**src/rtl/mem_arbiter_if.sv**
```systemverilog
`default_nettype none
// ============================================================================
//  Module   : mem_arbiter_if
//  Function : Fetch, data and memory-macro signals of the unified memory arbiter.
//  Revision : 1.0
// ============================================================================
interface mem_arbiter_if #(
    parameter int ADDR_W = 32,
    parameter int DATA_W = 32
) ();
    logic              imReq;
    logic [ADDR_W-1:0] imAddr;
    logic [DATA_W-1:0] imRData;
    logic              imAck;

    logic              dmReq;
    logic              dmWe;
    logic [ADDR_W-1:0] dmAddr;
    logic [DATA_W-1:0] dmWData;
    logic [DATA_W-1:0] dmRData;
    logic              dmAck;

    logic              memEn;
    logic              memWe;
    logic [ADDR_W-1:0] memAddr;
    logic [DATA_W-1:0] memWData;
    logic [DATA_W-1:0] memRData;

    // Arbiter side
    modport slave (
        input  imReq, imAddr, dmReq, dmWe, dmAddr, dmWData, memRData,
        output imRData, imAck, dmRData, dmAck, memEn, memWe, memAddr, memWData
    );

    // Requesters and memory side
    modport master (
        output imReq, imAddr, dmReq, dmWe, dmAddr, dmWData, memRData,
        input  imRData, imAck, dmRData, dmAck, memEn, memWe, memAddr, memWData
    );
endinterface
`default_nettype wire

```
**src/rtl/mem_arbiter.sv**
```systemverilog
`default_nettype none
// ============================================================================
//  Module   : mem_arbiter
//  Function : Round-robin fetch/data arbiter sequencing one fixed-latency memory.
//  Revision : 1.0
// ============================================================================
module mem_arbiter #(
    parameter int ADDR_W = 32,
    parameter int DATA_W = 32,
    parameter int LAT    = 2
) (
    input  logic         clk,
    input  logic         reset,
    mem_arbiter_if.slave bus,
    output logic         busy
);

    localparam int CNT_W = $clog2(LAT + 1);

    typedef enum logic [1:0] {
        S_IDLE  = 2'd0,
        S_ISSUE = 2'd1,
        S_WAIT  = 2'd2,
        S_DONE  = 2'd3
    } state_e;

    typedef enum logic {
        PORT_IM = 1'b0,
        PORT_DM = 1'b1
    } port_e;

    state_e            state_q,     state_d;
    port_e             gnt_q,       gnt_d;
    port_e             last_gnt_q,  last_gnt_d;
    logic              we_q,        we_d;
    logic [CNT_W-1:0]  cnt_q,       cnt_d;
    logic              mem_en_q,    mem_en_d;
    logic              mem_we_q,    mem_we_d;
    logic [ADDR_W-1:0] mem_addr_q,  mem_addr_d;
    logic [DATA_W-1:0] mem_wdata_q, mem_wdata_d;
    logic              im_ack_q,    im_ack_d;
    logic              dm_ack_q,    dm_ack_d;
    logic [DATA_W-1:0] im_rdata_q,  im_rdata_d;
    logic [DATA_W-1:0] dm_rdata_q,  dm_rdata_d;
    logic              busy_q,      busy_d;
    logic              pick_dm;

    always_ff @(posedge clk) begin
        if (reset) begin
            state_q     <= S_IDLE;
            gnt_q       <= PORT_IM;
            last_gnt_q  <= PORT_IM;
            we_q        <= 1'b0;
            cnt_q       <= '0;
            mem_en_q    <= 1'b0;
            mem_we_q    <= 1'b0;
            mem_addr_q  <= '0;
            mem_wdata_q <= '0;
            im_ack_q    <= 1'b0;
            dm_ack_q    <= 1'b0;
            im_rdata_q  <= '0;
            dm_rdata_q  <= '0;
            busy_q      <= 1'b0;
        end else begin
            state_q     <= state_d;
            gnt_q       <= gnt_d;
            last_gnt_q  <= last_gnt_d;
            we_q        <= we_d;
            cnt_q       <= cnt_d;
            mem_en_q    <= mem_en_d;
            mem_we_q    <= mem_we_d;
            mem_addr_q  <= mem_addr_d;
            mem_wdata_q <= mem_wdata_d;
            im_ack_q    <= im_ack_d;
            dm_ack_q    <= dm_ack_d;
            im_rdata_q  <= im_rdata_d;
            dm_rdata_q  <= dm_rdata_d;
            busy_q      <= busy_d;
        end
    end

    // Outputs are registered, so each is computed for the state being entered.
    always_comb begin
        state_d     = state_q;
        gnt_d       = gnt_q;
        last_gnt_d  = last_gnt_q;
        we_d        = we_q;
        cnt_d       = cnt_q;
        mem_en_d    = 1'b0;
        mem_we_d    = 1'b0;
        mem_addr_d  = mem_addr_q;
        mem_wdata_d = mem_wdata_q;
        im_ack_d    = 1'b0;
        dm_ack_d    = 1'b0;
        im_rdata_d  = im_rdata_q;
        dm_rdata_d  = dm_rdata_q;
        pick_dm     = bus.dmReq && (!bus.imReq || (last_gnt_q == PORT_IM));

        case (state_q)
            S_IDLE: begin
                if (bus.imReq || bus.dmReq) begin
                    state_d  = S_ISSUE;
                    mem_en_d = 1'b1;
                    if (pick_dm) begin
                        gnt_d       = PORT_DM;
                        we_d        = bus.dmWe;
                        mem_we_d    = bus.dmWe;
                        mem_addr_d  = bus.dmAddr;
                        mem_wdata_d = bus.dmWData;
                    end else begin
                        gnt_d      = PORT_IM;
                        we_d       = 1'b0;
                        mem_addr_d = bus.imAddr;
                    end
                end
            end
            S_ISSUE: begin
                cnt_d      = CNT_W'(LAT);
                last_gnt_d = gnt_q;
                state_d    = S_WAIT;
            end
            S_WAIT: begin
                cnt_d = cnt_q - CNT_W'(1);
                if (cnt_q == CNT_W'(1)) begin
                    state_d = S_DONE;
                    if (gnt_q == PORT_IM) begin
                        im_rdata_d = bus.memRData;
                        im_ack_d   = 1'b1;
                    end else begin
                        dm_ack_d = 1'b1;
                        if (!we_q) begin
                            dm_rdata_d = bus.memRData;
                        end
                    end
                end
            end
            S_DONE: begin
                state_d = S_IDLE;
            end
            default: begin
                state_d = S_IDLE;
            end
        endcase

        busy_d = (state_d != S_IDLE);
    end

    assign bus.memEn    = mem_en_q;
    assign bus.memWe    = mem_we_q;
    assign bus.memAddr  = mem_addr_q;
    assign bus.memWData = mem_wdata_q;
    assign bus.imAck    = im_ack_q;
    assign bus.dmAck    = dm_ack_q;
    assign bus.imRData  = im_rdata_q;
    assign bus.dmRData  = dm_rdata_q;
    assign busy         = busy_q;

endmodule
`default_nettype wire

```
**src/flat_wrapper.sv**
```systemverilog
// flat-port wrapper written by rule: the top's interface ports become plain ports
module mem_arbiter_flat 
#(
    parameter int ADDR_W = 32,
    parameter int DATA_W = 32,
    parameter int LAT    = 2
)
  (clk, reset, busy, bus_imReq, bus_imAddr, bus_dmReq, bus_dmWe, bus_dmAddr, bus_dmWData, bus_memRData, bus_imRData, bus_imAck, bus_dmRData, bus_dmAck, bus_memEn, bus_memWe, bus_memAddr, bus_memWData);
  mem_arbiter_if #(.ADDR_W(ADDR_W), .DATA_W(DATA_W)) bus_i ();
  input  logic clk;
  input  logic reset;
  output logic busy;
  input wire logic [$bits(bus_i.imReq)-1:0] bus_imReq;
  input wire logic [$bits(bus_i.imAddr)-1:0] bus_imAddr;
  input wire logic [$bits(bus_i.dmReq)-1:0] bus_dmReq;
  input wire logic [$bits(bus_i.dmWe)-1:0] bus_dmWe;
  input wire logic [$bits(bus_i.dmAddr)-1:0] bus_dmAddr;
  input wire logic [$bits(bus_i.dmWData)-1:0] bus_dmWData;
  input wire logic [$bits(bus_i.memRData)-1:0] bus_memRData;
  output wire logic [$bits(bus_i.imRData)-1:0] bus_imRData;
  output wire logic [$bits(bus_i.imAck)-1:0] bus_imAck;
  output wire logic [$bits(bus_i.dmRData)-1:0] bus_dmRData;
  output wire logic [$bits(bus_i.dmAck)-1:0] bus_dmAck;
  output wire logic [$bits(bus_i.memEn)-1:0] bus_memEn;
  output wire logic [$bits(bus_i.memWe)-1:0] bus_memWe;
  output wire logic [$bits(bus_i.memAddr)-1:0] bus_memAddr;
  output wire logic [$bits(bus_i.memWData)-1:0] bus_memWData;
  assign bus_i.imReq = bus_imReq;
  assign bus_i.imAddr = bus_imAddr;
  assign bus_i.dmReq = bus_dmReq;
  assign bus_i.dmWe = bus_dmWe;
  assign bus_i.dmAddr = bus_dmAddr;
  assign bus_i.dmWData = bus_dmWData;
  assign bus_i.memRData = bus_memRData;
  assign bus_imRData = bus_i.imRData;
  assign bus_imAck = bus_i.imAck;
  assign bus_dmRData = bus_i.dmRData;
  assign bus_dmAck = bus_i.dmAck;
  assign bus_memEn = bus_i.memEn;
  assign bus_memWe = bus_i.memWe;
  assign bus_memAddr = bus_i.memAddr;
  assign bus_memWData = bus_i.memWData;
  mem_arbiter #(.ADDR_W(ADDR_W), .DATA_W(DATA_W), .LAT(LAT)) u_core (.clk(clk), .reset(reset), .bus(bus_i), .busy(busy));
endmodule
```
**config.mk**
```make
export PLATFORM = sky130hd
export DESIGN_NAME = mem_arbiter_flat
export DESIGN_NICKNAME = d
export VERILOG_FILES = /design/src/rtl/mem_arbiter_if.sv /design/src/rtl/mem_arbiter.sv /design/src/flat_wrapper.sv
export SDC_FILE = /design/constraint.sdc
export NUM_CORES = 1
export LEC_CHECK = 0
export ABC_CLOCK_PERIOD_IN_PS = 2000
export BUFFER_PORTS_ARGS = -buffer_cell sky130_fd_sc_hd__buf_4
export CORE_ASPECT_RATIO = 0.9
export CORE_UTILIZATION = 35
export CTS_CLUSTER_SIZE = 40
export DETAILED_ROUTE_END_ITERATION = 8
export PLACE_DENSITY = 0.72
export SYNTH_ARGS = -nofsm -noshare
export SYNTH_HDL_FRONTEND = slang
export SYNTH_SLANG_ARGS = --single-unit
```
**constraint.sdc**
```tcl
create_clock -name clk -period 2 [get_ports clk]
set_clock_uncertainty 0.05 [all_clocks]
set_input_delay 0 -clock clk [delete_from_list [all_inputs] [get_ports clk]]
set_output_delay 0 -clock clk [all_outputs]
set_load 0.02 [all_outputs]
```
# After elaboration in Yosys (flattened, before gate mapping)
# Index checks and enable logic that the tools add are counted.
dict set report classes {
  add_sub_neg 1
  n_eq_ne 4
  n_mux 10
  n_bitwise 7
  reduce_logical 14
}
# cell n
set op_table {}
lappend op_table {{32-bit 2-to-1 mux} 1}
lappend op_table {{2-bit case mux with 4 select lines} 1}
lappend op_table {{1-bit NOT} 7}
lappend op_table {{3-bit AND reduction} 2}
lappend op_table {{3-bit OR reduction} 2}
lappend op_table {{1-bit 2-to-1 mux} 5}
lappend op_table {{2-bit by 1-bit equality test with 1-bit output (second input constant)} 2}
lappend op_table {{2-bit equality test (second input constant)} 2}
lappend op_table {{2-bit 2-to-1 mux} 2}
lappend op_table {{2-bit case mux with 2 select lines} 1}
lappend op_table {{4-bit AND reduction} 1}
lappend op_table {{2-bit nonzero test} 2}
lappend op_table {{2-bit zero test} 1}
lappend op_table {{1-bit logical OR} 2}
lappend op_table {{2-bit AND reduction} 1}
lappend op_table {{2-bit OR reduction} 1}
lappend op_table {{2-bit by 1-bit subtractor with 2-bit output (second input constant)} 1}
lappend op_table {{1-bit logical AND} 1}
lappend op_table {{1-bit zero test} 1}
dict set report word_totals {
  ff_bits 140
  in_bits 133
  output_inout_bits 133
  word_cells 50
}

# Depth between registers and ports, before layout
# Gate-level depths: netlist of run 1.
dict set report depth {
  ltp_word 4
  ltp_mapped 8
  ltp_nobuf 5
}

# Worst setup path before layout of run 1
# No wires, ideal clock.
dict set report synth_path {
  path_type {flip-flop to flip-flop}
  from {register u_core.state_q[0]}
  to {register u_core.dm_rdata_q[27] (netlist: u_core.bus.dmRData[27])}
  setup_ns 0.071
  arrival_ns 1.377
  required_ns 1.879
  path_slack_ns 0.502
  path_stages_with_launch 8
  path_buffers 2
  period_less_slack_ns 1.498
  cell_sequence {dfxtp_1 -> inv_1 -> ha_1 -> buf_2 -> nand4b_1 -> clkbuf_1 -> nand2_1 -> a21oi_1}
}
dict set report synth_between {
  elab_chain_len 2
}
# item line_no
set synth_lines {}
lappend synth_lines {{start, declared} mem_arbiter.sv:32} ;# state_e state_q, state_d;
lappend synth_lines {{start signal, assigned} mem_arbiter.sv:65} ;# state_q <= state_d;
lappend synth_lines {{2-bit equality test} mem_arbiter.sv:99} ;# case (state_q)
lappend synth_lines {{4-bit AND reduction (no source line)} --}
lappend synth_lines {{end signal, assigned} mem_arbiter.sv:77} ;# dm_rdata_q <= dm_rdata_d;
lappend synth_lines {{end, declared} mem_arbiter.sv:44} ;# logic [DATA_W-1:0] dm_rdata_q, dm_rdata_d;
# No other way between the ends.
# A chain may end at the register's enable or synchronous reset.

# Worst setup path after layout of run 1
dict set report layout_path {
  from {register u_core.state_q[0]}
  to {register u_core.mem_addr_q[23] (netlist: u_core.bus.memAddr[23])}
}
dict set report layout_between {
  elab_chain_len 2
}
# item line_no
set layout_lines {}
lappend layout_lines {{2-bit zero test} mem_arbiter.sv:99}
lappend layout_lines {{2-bit AND reduction (no source line)} --}
lappend layout_lines {{end signal, assigned} mem_arbiter.sv:72} ;# mem_addr_q <= mem_addr_d;
lappend layout_lines {{end, declared} mem_arbiter.sv:39} ;# logic [ADDR_W-1:0] mem_addr_q, mem_addr_d;
# No other way between the ends.

==> metrics.yaml, run 1 <==
hold_path:
  holdCritPathClass: "in -> reg"
  whs_endpoint: "u_core.state_q[0]"
  whs_path_depth: 3
  worstHoldStart: "bus_dmReq"
floorplan:
  chipHeight_um: 120
  io_pins: 266
  rows: 42
  start_util_pct: 36.5
  core-area_mm2: 0.0149
  die_w_um: 133
  die_area_mm2: 0.0160
clocking:
  clockBufferDepth: 2
  clockRootBuffer: "clkbuf_16"
  cts_tree: "done"
  h-tree-depth: 4
  cts_buffers: 17
  clkTransAtPathRegs_ns: 0.06
  numClockSinks: 140
  postCtsSetupBuffers: 0
  insertion_delay_ns: 0.41
worst_setup_path:
  r2r_start: "u_core.state_q[0]"
  rr_endpoint: "u_core.bus.memAddr[23]"
  regToRegSetupSlack_ns: 0.26
  critPathMaxFanout: 33
  arrival_ns: 2.01
  critPathBufInv: 3
  setup.worst_path.class: "reg -> reg"
  path_cells: "inv_1 -> ha_1 -> buf_4 -> o21a_2 -> buf_12 -> nor2_1 -> a211oi_1"
  worstSetupEndpointType: "flop"
  required_ns: 2.27
  crit_slowest_cell: "dfxtp_1"
  rr_worst_depth: 7
  cp-start-kind: "flop"
  cp_top_family: "buffers and inverters"
  cp_slowest_stage_delay_ns: 0.33
sta:
  rsz0062_at_grt: "false"
  finalSetupViolCount: 0
  slew_viol_final: 0
  post-route-period-util_pct: 86.9
  period_minus_slack_ns: 1.74
  maxSlewHeadroom_pct: 65.4
  hold_viol: 0
  finalSetupTns_ns: 0
  fmax_mhz: 575
  tightest_slew_ns: 0.518
global_route:
  antenna_found_initial: 0
  grt_pass1_wl_mm: 29.4
  grt_pass1_vias: 6151
  grt_usage_pct: 22.9
  grt_overflow: 0
  grt_max_degree: 68
synth:
  ys_ff_latch: 140
  synth_flop_cell: "dfxtp_1"
  postSynthCellCount: 656
  synth.avg_cell_area_um2: 8.29
  netlist_area_mm2: 0.00544
  synth-edff-count: 0
  async_flop_share_pct: 0
  syn_nets: 794
  ys_seq_area_share_pct: 51.5
  yosys.cell_types.count: 31
  yosysWarnings: 0
routing:
  firstDrtPassIters: 4
  wl_per_cell_um: 15.0
  drtAntennaViolNets: 0
  drtIter0Drc: 324
  route.detailed.drc: 0
  via_per_inst: 4.95
  routed_wl_mm: 18.6
  vias: 6130
power_and_ir_drop:
  leakage_nw: 4.02
  ir_drop_mv: 0.901
  p_per_area_mw_per_mm2: 1080
  p_total_w: 0.0103
cells_and_area:
  diodes: 0
  drive_above_1_share_pct: 32.9
  final_cell_mix: "buf_4 (271), nand2_1 (161), dfxtp_1 (140), a21oi_1 (130), dlygate4sd3_1 (130)"
  layout.nets: 1166
  mostFrequentLayoutCell: "buf_4"
  syn_to_final_growth_pct: 74.2
job:
  maxCapViolations: 0
placement:
  dp_hpwl_mm: 10.7
  gp_congestion: 0.787
  portBuffers: 265
run_status:
  status: "finished, final reports clean"
[sequential cells by signal, summed over array words and instances (netlist names), 2 cells and up]
signal               cells
u_core.state_q           2
u_core.cnt_q             2
u_core.bus.memAddr      32
u_core.bus.memWData     32
u_core.bus.imRData      32
u_core.bus.dmRData      32
[Yosys cell counts (2+ instances only)]
cell / number / share of area [%]
o21ai_1: 28 / 2.6
a211oi_1: 5 / 0.69
a211oi_2: 27 / 6.2
nand2b_1: 2 / 0.23
nor2_1: 40 / 2.8
nand2_1: 161 / 11
a21oi_1: 130 / 12
buf_1: 4 / 0.28
buf_2: 27 / 2.5
inv_1: 5 / 0.35
buf_4: 4 / 0.55
nand3b_1: 2 / 0.28
dfxtp_1: 140 / 52
a311oi_1: 3 / 0.48
nand3_1: 34 / 3.1
o21ai_0: 5 / 0.46
clkbuf_1: 19 / 1.3
buf_6: 3 / 0.62
ha_1: 5 / 1.1
[metrics by stage]
| step | setup slack [ns] | cell area (um^2) | util (%) | instances | hold WS (ns) |
|---|---|---|---|---|---|
| finish | 0.261 | 9480 | 63.5 | 1239 | 0.0499 |
| detailed placement | 0.285 | 7620 | 51.1 | 1077 | 0.194 |
| global placement | 0.387 | 7620 | 51.1 | 1077 | 0.189 |
| global route | 0.0856 | 9480 | 63.5 | 1239 | 0.0799 |
| floorplan | 0.502 | 5440 | - | 656 | 0.0302 |
| CTS | 0.265 | 9480 | 63.5 | 1239 | 0.0329 |
[how the worst max path moves through the flow]
stage                             end  slack (ns)  cells past startpoint              start
2_1_floorplan  u_core.bus.dmRData[27]        0.50                      7  u_core.state_q[0]
3_3_place_gp   u_core.bus.memAddr[23]        0.39                      7  u_core.state_q[0]
6_report       u_core.bus.memAddr[23]        0.26                      7  u_core.state_q[0]
5_1_grt        u_core.bus.memAddr[23]        0.09                      7  u_core.state_q[0]
3_5_place_dp   u_core.bus.memAddr[25]        0.28                      7  u_core.state_q[0]
4_1_cts        u_core.bus.memAddr[25]        0.26                      7  u_core.state_q[0]
[report_power, final]
| part | internal, W | leakage, nW | total, W | switching [W] |
|---|---|---|---|---|
| logic | 0.00163 | 2.61 | 0.00384 | 0.00221 |
| clock network | 0.00163 | 0.264 | 0.00295 | 0.00133 |
| registers | 0.00324 | 1.14 | 0.00349 | 0.000248 |
| total | 0.00649 | 4.02 | 0.0103 | 0.00379 |
[logic make-up after synthesis]
| group | Yosys count | share of synthesized area [%] |
|---|---|---|
| muxes | 1 | 0.184 |
| DFF | 140 | 51.5 |
| adders and majority gates | 5 | 1.15 |
| buffers and inverters | 62 | 5.59 |
| AOI/OAI and AO/OA | 203 | 23.2 |
| and+or+nand+nor | 245 | 18.3 |
[tightest hold or removal path, delay by kind of cell]
kind,cells,cell delay (ns)
AOI/OAI and AO/OA,2,0.33
buffers and inverters,1,0.13
[metal layers]
metal  part of all wire [%]  global-route usage (%)
met4                    2.6                    10.1
met1                     41                    25.9
met2                     51                    40.3
met3                    6.0                    6.04
met5                      0                       0
[layout make-up]
cell class / instances / area (um^2)
fill: 1186 / 5450
clock inverter: 15 / 126
timing repair buffer: 410 / 3520
inverter: 5 / 18.8
multi-input combinational: 454 / 2340
sequential: 140 / 2800
tap: 198 / 248
clock buffer: 17 / 425
[what timing repair did]
action	in CTS	in global routing
hold endpoints to repair	132	0
gates resized for setup	0	0
hold buffers	130	0
No activity file was read; power rests on OpenSTA's default activity.
==> run 2: changes to the inputs <==
--- a/config.mk
+++ b/config.mk
@@ -5,13 +5,14 @@
 export SDC_FILE = /design/constraint.sdc
 export NUM_CORES = 1
 export LEC_CHECK = 0
+export ABC_AREA = 1
 export ABC_CLOCK_PERIOD_IN_PS = 2000
 export BUFFER_PORTS_ARGS = -buffer_cell sky130_fd_sc_hd__buf_4
 export CORE_ASPECT_RATIO = 0.9
 export CORE_UTILIZATION = 35
 export CTS_CLUSTER_SIZE = 40
 export DETAILED_ROUTE_END_ITERATION = 8
-export PLACE_DENSITY = 0.72
+export PLACE_DENSITY = 0.7
 export SYNTH_ARGS = -nofsm -noshare
 export SYNTH_HDL_FRONTEND = slang
 export SYNTH_SLANG_ARGS = --single-unit
==> metrics.yaml, run 2 <==
run_status:
  status: "finished, final reports clean"
hold_path:
  holdCritPathClass: "in -> reg"
  whs_path_depth: 4  # +1
  whs_endpoint: "u_core.bus.imRData[23]"
  worstHoldStart: "bus_memRData[23]"
clocking:
  h-tree-depth: 4  # unchanged
  cts_buffers: 17  # unchanged
  postCtsSetupBuffers: 0  # unchanged
  clockBufferDepth: 2  # unchanged
  clockRootBuffer: "clkbuf_16"
  cts_tree: "done"
  insertion_delay_ns: 0.41  # about the same
  clkTransAtPathRegs_ns: 0.06  # about the same
  numClockSinks: 140  # unchanged
worst_setup_path:
  rr_endpoint: "u_core.bus.memAddr[14]"
  rr_worst_depth: 8  # +1
  r2r_start: "u_core.state_q[0]"
  critPathMaxFanout: 4  # -88%
  critPathBufInv: 3  # unchanged
  regToRegSetupSlack_ns: 0.15  # -0.11 ns
  setup.worst_path.class: "reg -> reg"
  required_ns: 2.25  # -0.02 ns
  cp_top_family: "buffers and inverters"
  worstSetupEndpointType: "flop"
  arrival_ns: 2.11  # +0.10 ns
  path_cells: "inv_1 -> ha_1 -> inv_1 -> nor2_4 -> nand2_1 -> nor2_1 -> dlygate4sd3_1 -> nor2_1"
  cp.depth: 8  # +1
  cp-start-kind: "flop"
  crit_slowest_cell: "dlygate4sd3_1"
  cp_slowest_stage_delay_ns: 0.55  # +0.22 ns
cells_and_area:
  fin_area_mm2: 0.0102  # +7.3%
  syn_to_final_growth_pct: 68.5
  drive_above_1_share_pct: 25.6  # -7.3 points
  layout.nets: 1372  # +18%
  final_cell_mix: "buf_4 (274), nor2_1 (197), nand2_1 (167), dfxtp_1 (140), dlygate4sd3_1 (134)"
  mostFrequentLayoutCell: "buf_4"
floorplan:
  core-area_mm2: 0.0169  # +13%
  io_pins: 266  # unchanged
  chipHeight_um: 127  # +5.3%
  die_w_um: 140  # +5.3%
  rows: 45  # +7.1%
  die_area_mm2: 0.0178  # +11%
  start_util_pct: 35.7  # -0.71 points
routing:
  drtAntennaViolNets: 0  # unchanged
  routed_wl_mm: 20.1  # +7.8%
  firstDrtPassIters: 5  # +1
  vias: 6854  # +12%
  via_per_inst: 4.70  # -4.9%
  route.detailed.drc: 0  # unchanged
  drtIter0Drc: 310  # -4.3%
  wl_per_cell_um: 13.8  # -8.3%
synth:
  yosysMostFrequentCell: "nor2_1"
  synth.avg_cell_area_um2: 7.00  # -16%
  yosys.cell_types.count: 22  # -29%
  synth_common_cells: "nor2_1 (197), nand2_1 (167), dfxtp_1 (140)"
  postSynthCellCount: 863  # +32%
  ys_ff_latch: 140  # unchanged
  synth_flop_cell: "dfxtp_1"
  synth_area_leaders: "dfxtp_1 (46%), nor2_1 (12%), nand2_1 (10%)"
  synth_top_area_cell: "dfxtp_1"
  synth-edff-count: 0  # unchanged
  netlist_area_mm2: 0.00604  # +11%
  synth_top_area_share_pct: 46.4  # -5.1 points
  yosysWarnings: 0  # unchanged
  async_flop_share_pct: 0  # unchanged
  ys_seq_area_share_pct: 46.4  # -5.1 points
  syn_nets: 1001  # +26%
global_route:
  grt_max_degree: 103  # +51%
  grt_pass1_wl_mm: 31.8  # +8.0%
  antenna_found_initial: 1  # +1
  grt_overflow: 0  # unchanged
  grt_pass1_vias: 6540  # +6.3%
  grt_usage_pct: 22.5  # -0.37 points
power_and_ir_drop:
  leakage_nw: 4.85  # +21%
  p_per_area_mw_per_mm2: 982  # -9.4%
  ir_drop_mv: 0.624  # -31%
placement:
  placed_area_mm2: 0.00821  # +7.6%
  gp_congestion: 0.767  # -2.6%
  portBuffers: 265  # unchanged
  dp_hpwl_mm: 12.2  # +14%
sta:
  maxSlewHeadroom_pct: 69.6  # +4.2 points
  finalSetupViolCount: 0  # unchanged
  tightest_slew_ns: 0.456  # -0.0625 ns
  fmax_mhz: 540  # -6.1%
  hold_viol: 0  # unchanged
  whs_ns: 0.350  # +0.300 ns
  post-route-period-util_pct: 92.5  # +5.6 points
  slew_viol_final: 0  # unchanged
  period_minus_slack_ns: 1.85  # +0.112 ns
job:
  maxCapViolations: 0  # unchanged
-- run 2: cell types whose count changed in the layout (fill, tap and decap cells not counted), moves of 5 or more --
| cell | change |
|---|---|
| nor2_1 | +157 |
| a21oi_1 | -95 |
| inv_1 | +71 |
| nand3_1 | +36 |
| a21boi_0 | +32 |
| nand4_1 | +32 |
| o21ai_0 | +31 |
| o21ai_1 | -28 |
| a211oi_2 | -27 |
| inv_6 | -8 |
| nand2_1 | +6 |
| a211oi_1 | -5 |
-- run 2: cell type report --
class	count	area (um^2)
Inverter	78	293
Fill cell	1460	6720
Multi-Input combinational cell	581	2640
Clock buffer	18	439
Timing Repair Buffer	416	3560
Antenna cell	1	2.50
Sequential cell	140	2800
Tap cell	211	264
Clock inverter	12	173
-- run 2: kinds of logic after synthesis --
logic type	count (synthesis)	share of synthesized area, %
buf+inv	142	10.0
fa+ha+maj	5	1.04
flops	140	46.4
simple gates	471	32.4
compound gates	105	10.1
-- run 2: worst min-delay path, stage by stage --
cell           delay, ns
dlygate4sd3_1       0.53
buf_4               0.10
o21ai_0             0.07
nor2_1              0.07
-- run 2: timing repair --
item,in CTS,in global routing
resized for setup,0,2
endpoints found under the setup margin,0,3
hold endpoints to repair,135,0
hold buffers,134,0
-- run 2: per-stage QoR --
| step | setup TNS (ns) | instances | power (W) | setup WS [ns] | utilization, % |
|---|---|---|---|---|---|
| after floorplan | 0 | 863 | 0.00527 | 0.554 | - |
| after global placement | 0 | 1292 | 0.00641 | 0.427 | 48.6 |
| after detailed placement | 0 | 1292 | 0.00644 | 0.390 | 48.6 |
| after CTS | 0 | 1456 | 0.00999 | 0.0409 | 60.1 |
| after global routing | -0.000571 | 1457 | 0.0105 | -0.000571 | 60.2 |
| final | 0 | 1457 | 0.00999 | 0.149 | 60.2 |
-- run 2: power by group --
part / internal [W] / switching (W) / total [W]
Sequential: 0.00318 / 0.000207 / 0.00339
Combinational: 0.00140 / 0.00191 / 0.00331
Clock: 0.00210 / 0.00119 / 0.00329
Total: 0.00668 / 0.00331 / 0.00999
-- run 2: how the worst max path moves through the flow --
stage / startpoint / endpoint / slack [ns]
2_1_floorplan: u_core.state_q[0] / u_core.bus.memAddr[14] / 0.55
4_1_cts: u_core.last_gnt_q / u_core.bus.memAddr[14] / 0.04
3_5_place_dp: u_core.state_q[0] / u_core.bus.imRData[8] / 0.39
3_3_place_gp: u_core.state_q[0] / u_core.bus.imRData[9] / 0.43
6_report: u_core.state_q[0] / u_core.bus.memAddr[14] / 0.15
5_1_grt: u_core.state_q[0] / u_core.bus.memAddr[16] / -0.0006
-- run 2: per-layer routing --
metal  track usage (%)  vias up  wire length, um
met3              7.40       38             1510
met4              8.27        0              431
met5                 0        -                0
li1                  -     3472                -
met1              25.8     3089             8310
met2              39.1      255             9840
==> run 3: changes to the inputs <==
--- a/config.mk
+++ b/config.mk
@@ -9,9 +9,11 @@
 export ABC_CLOCK_PERIOD_IN_PS = 2000
 export BUFFER_PORTS_ARGS = -buffer_cell sky130_fd_sc_hd__buf_4
 export CORE_ASPECT_RATIO = 0.9
+export CORE_MARGIN = 2
 export CORE_UTILIZATION = 35
 export CTS_CLUSTER_SIZE = 40
 export DETAILED_ROUTE_END_ITERATION = 8
+export GPL_TIMING_DRIVEN = 0
 export PLACE_DENSITY = 0.7
 export SYNTH_ARGS = -nofsm -noshare
 export SYNTH_HDL_FRONTEND = slang
==> metrics.yaml, run 3 (synthesis gave the netlist of run 2 again) <==
worst_setup_path:
  setup.worst_path.class: "reg -> reg"
  path_cells: "inv_1 -> ha_1 -> clkbuf_2 -> inv_1 -> nor2_4 -> buf_4 -> nand2_1 -> nor2_1 -> nor2_1"
  arrival_ns: 2.12  # about the same
  critPathMaxFanout: 10  # +6
  cp-start-kind: "flop"
  cp_slowest_stage_delay_ns: 0.32  # -0.23 ns
  startpoint: "u_core.state_q[0]"
  worstSetupEndpointType: "flop"
  crit_slowest_cell: "dfxtp_1"
  r2r_start: "u_core.state_q[0]"
  critPathBufInv: 4  # +1
  cp_top_family: "buffers and inverters"
  required_ns: 2.25  # about the same
routing:
  via_per_inst: 4.67  # -0.62%
  wl_per_cell_um: 14.2  # +2.9%
  firstDrtPassIters: 5  # unchanged
  drtIter0Drc: 283  # -8.7%
  drtAntennaViolNets: 0  # unchanged
  route.detailed.drc: 0  # unchanged
  vias: 7017  # +2.4%
  routed_wl_mm: 21.3  # +6.0%
cells_and_area:
  final_cell_mix: "buf_4 (273), nor2_1 (197), nand2_1 (167), dfxtp_1 (140), dlygate4sd3_1 (132)"
  layout.nets: 1415  # +3.1%
  fillers: 1497  # +2.5%
  multi_input_area_mm2: 0.00264  # unchanged
  area.sequential_mm2: 0.00280  # unchanged
  syn_to_final_growth_pct: 69.1
  mostFrequentLayoutCell: "buf_4"
  drive_above_1_share_pct: 26.4  # +0.73 points
  diodes: 0  # -1
sta:
  hold_viol: 0  # unchanged
  maxSlewHeadroom_pct: 63.1  # -6.5 points
  rsz0062_at_grt: "false"
  fmax_mhz: 536  # -0.73%
  post-route-period-util_pct: 93.2  # +0.69 points
  finalSetupViolCount: 0  # unchanged
  finalSetupTns_ns: 0  # unchanged
  slew_viol_final: 0  # unchanged
  tightest_slew_ns: 0.553  # +0.0975 ns
  layout_setup_ws_ns: 0.135  # -0.0137 ns
  period_minus_slack_ns: 1.86  # +0.0137 ns
  whs_ns: 0.0105  # -0.339 ns
placement:
  gp_congestion: 0.836  # +9.0%
  dp_slack_ns: 0.0545  # -0.336 ns
  portBuffers: 263  # -0.75%
  dp_hpwl_mm: 14.4  # +18%
global_route:
  grt_pass1_wl_mm: 32.9  # +3.7%
  antenna_found_initial: 0  # -1
  grt_max_degree: 17  # -83%
  grt_pass1_vias: 6704  # +2.5%
  grt_usage_pct: 22.8  # +0.33 points
  grt_overflow: 0  # unchanged
clocking:
  postCtsSetupBuffers: 0  # unchanged
  clockRootBuffer: "clkbuf_16"
  cts_buffers: 17  # unchanged
  numClockSinks: 140  # unchanged
  clockBufferDepth: 2  # unchanged
  clkTransAtPathRegs_ns: 0.06  # about the same
  insertion_delay_ns: 0.42  # about the same
  h-tree-depth: 4  # unchanged
  cts_tree: "done"
floorplan:
  chipHeight_um: 129  # +1.6%
  die_w_um: 142  # +1.4%
  io_pins: 266  # unchanged
  core-area_mm2: 0.0169  # unchanged
  rows: 45  # unchanged
  die_area_mm2: 0.0183  # +3.0%
  start_util_pct: 35.7  # unchanged
power_and_ir_drop:
  ir_drop_mv: 0.583  # -6.6%
  leakage_nw: 4.89  # +0.94%
  p_total_w: 0.00988  # -1.1%
  p_per_area_mw_per_mm2: 968  # -1.5%
job:
  maxCapViolations: 0  # unchanged
hold_path:
  holdCritPathClass: "in -> reg"
  worstHoldStart: "bus_imAddr[16]"
run_status:
  status: "finished, final reports clean"
run 3: cell count changes in the layout (fill, tap and decap cells not counted), sizes merged:
cell         previous run  this run
clkinvlp                2         1
bufinv                  4         2
diode                   1         0
buf                   282       305
dlygate4sd3           134       132
clkbuf                 18        41
clkinv                  6         5
inv                    78        83
run 3: power by group:
group          switching (W)  leakage (nW)  internal [W]
clock                0.00131         0.290       0.00190
combinational        0.00193          3.46       0.00136
sequential          0.000205          1.14       0.00318
total                0.00344          4.89       0.00644
run 3: per-layer routing:
metal	up-vias	GRT usage, %	share of wire [%]
li1	3557	-	-
met1	3160	25.5	41
met2	254	40.0	49
met3	46	7.89	7.9
met4	0	9.09	2.7
met5	-	0	0
run 3: tightest hold or removal path, cell delays in order:
cell      delay (ns)
buf_4           0.11
a21boi_0        0.13
nor2_1          0.13
nor2_1          0.05
run 3: final cells by class:
class,count,share of cell area (%)
plain buffers,64,3.06
clock buffers,19,4.34
clock inverters,13,1.52
inverters,78,2.87
multi-input cells,581,25.9
flip-flops and latches,140,27.5
well taps,211,2.59
repair buffers,395,32.3
run 3: repair_timing:
action,CTS,global route
endpoints found under the hold margin,134,0
hold buffers,132,0
gates resized for setup,0,4
endpoints found under the setup margin,0,19
run 3: worst paths after layout:
path | end | slack (ns) | depth (start not counted)
worst min register to register | u_core.bus.memWData[3] | 0.42 | 2
worst min-delay path | u_core.bus.memAddr[16] | 0.01 | 4
worst max-delay path | u_core.bus.memAddr[5] | 0.14 | 9
worst max register to register | u_core.bus.memAddr[5] | 0.14 | 9
run 3: through the flow:
| stage | util, % | instance area (um^2) | cells |
|---|---|---|---|
| after floorplan | - | 6040 | 863 |
| after global placement | 49.0 | 8280 | 1337 |
| after detailed placement | 49.0 | 8280 | 1337 |
| after CTS | 60.4 | 10200 | 1501 |
| after global routing | 60.4 | 10200 | 1501 |
| final | 60.4 | 10200 | 1501 |
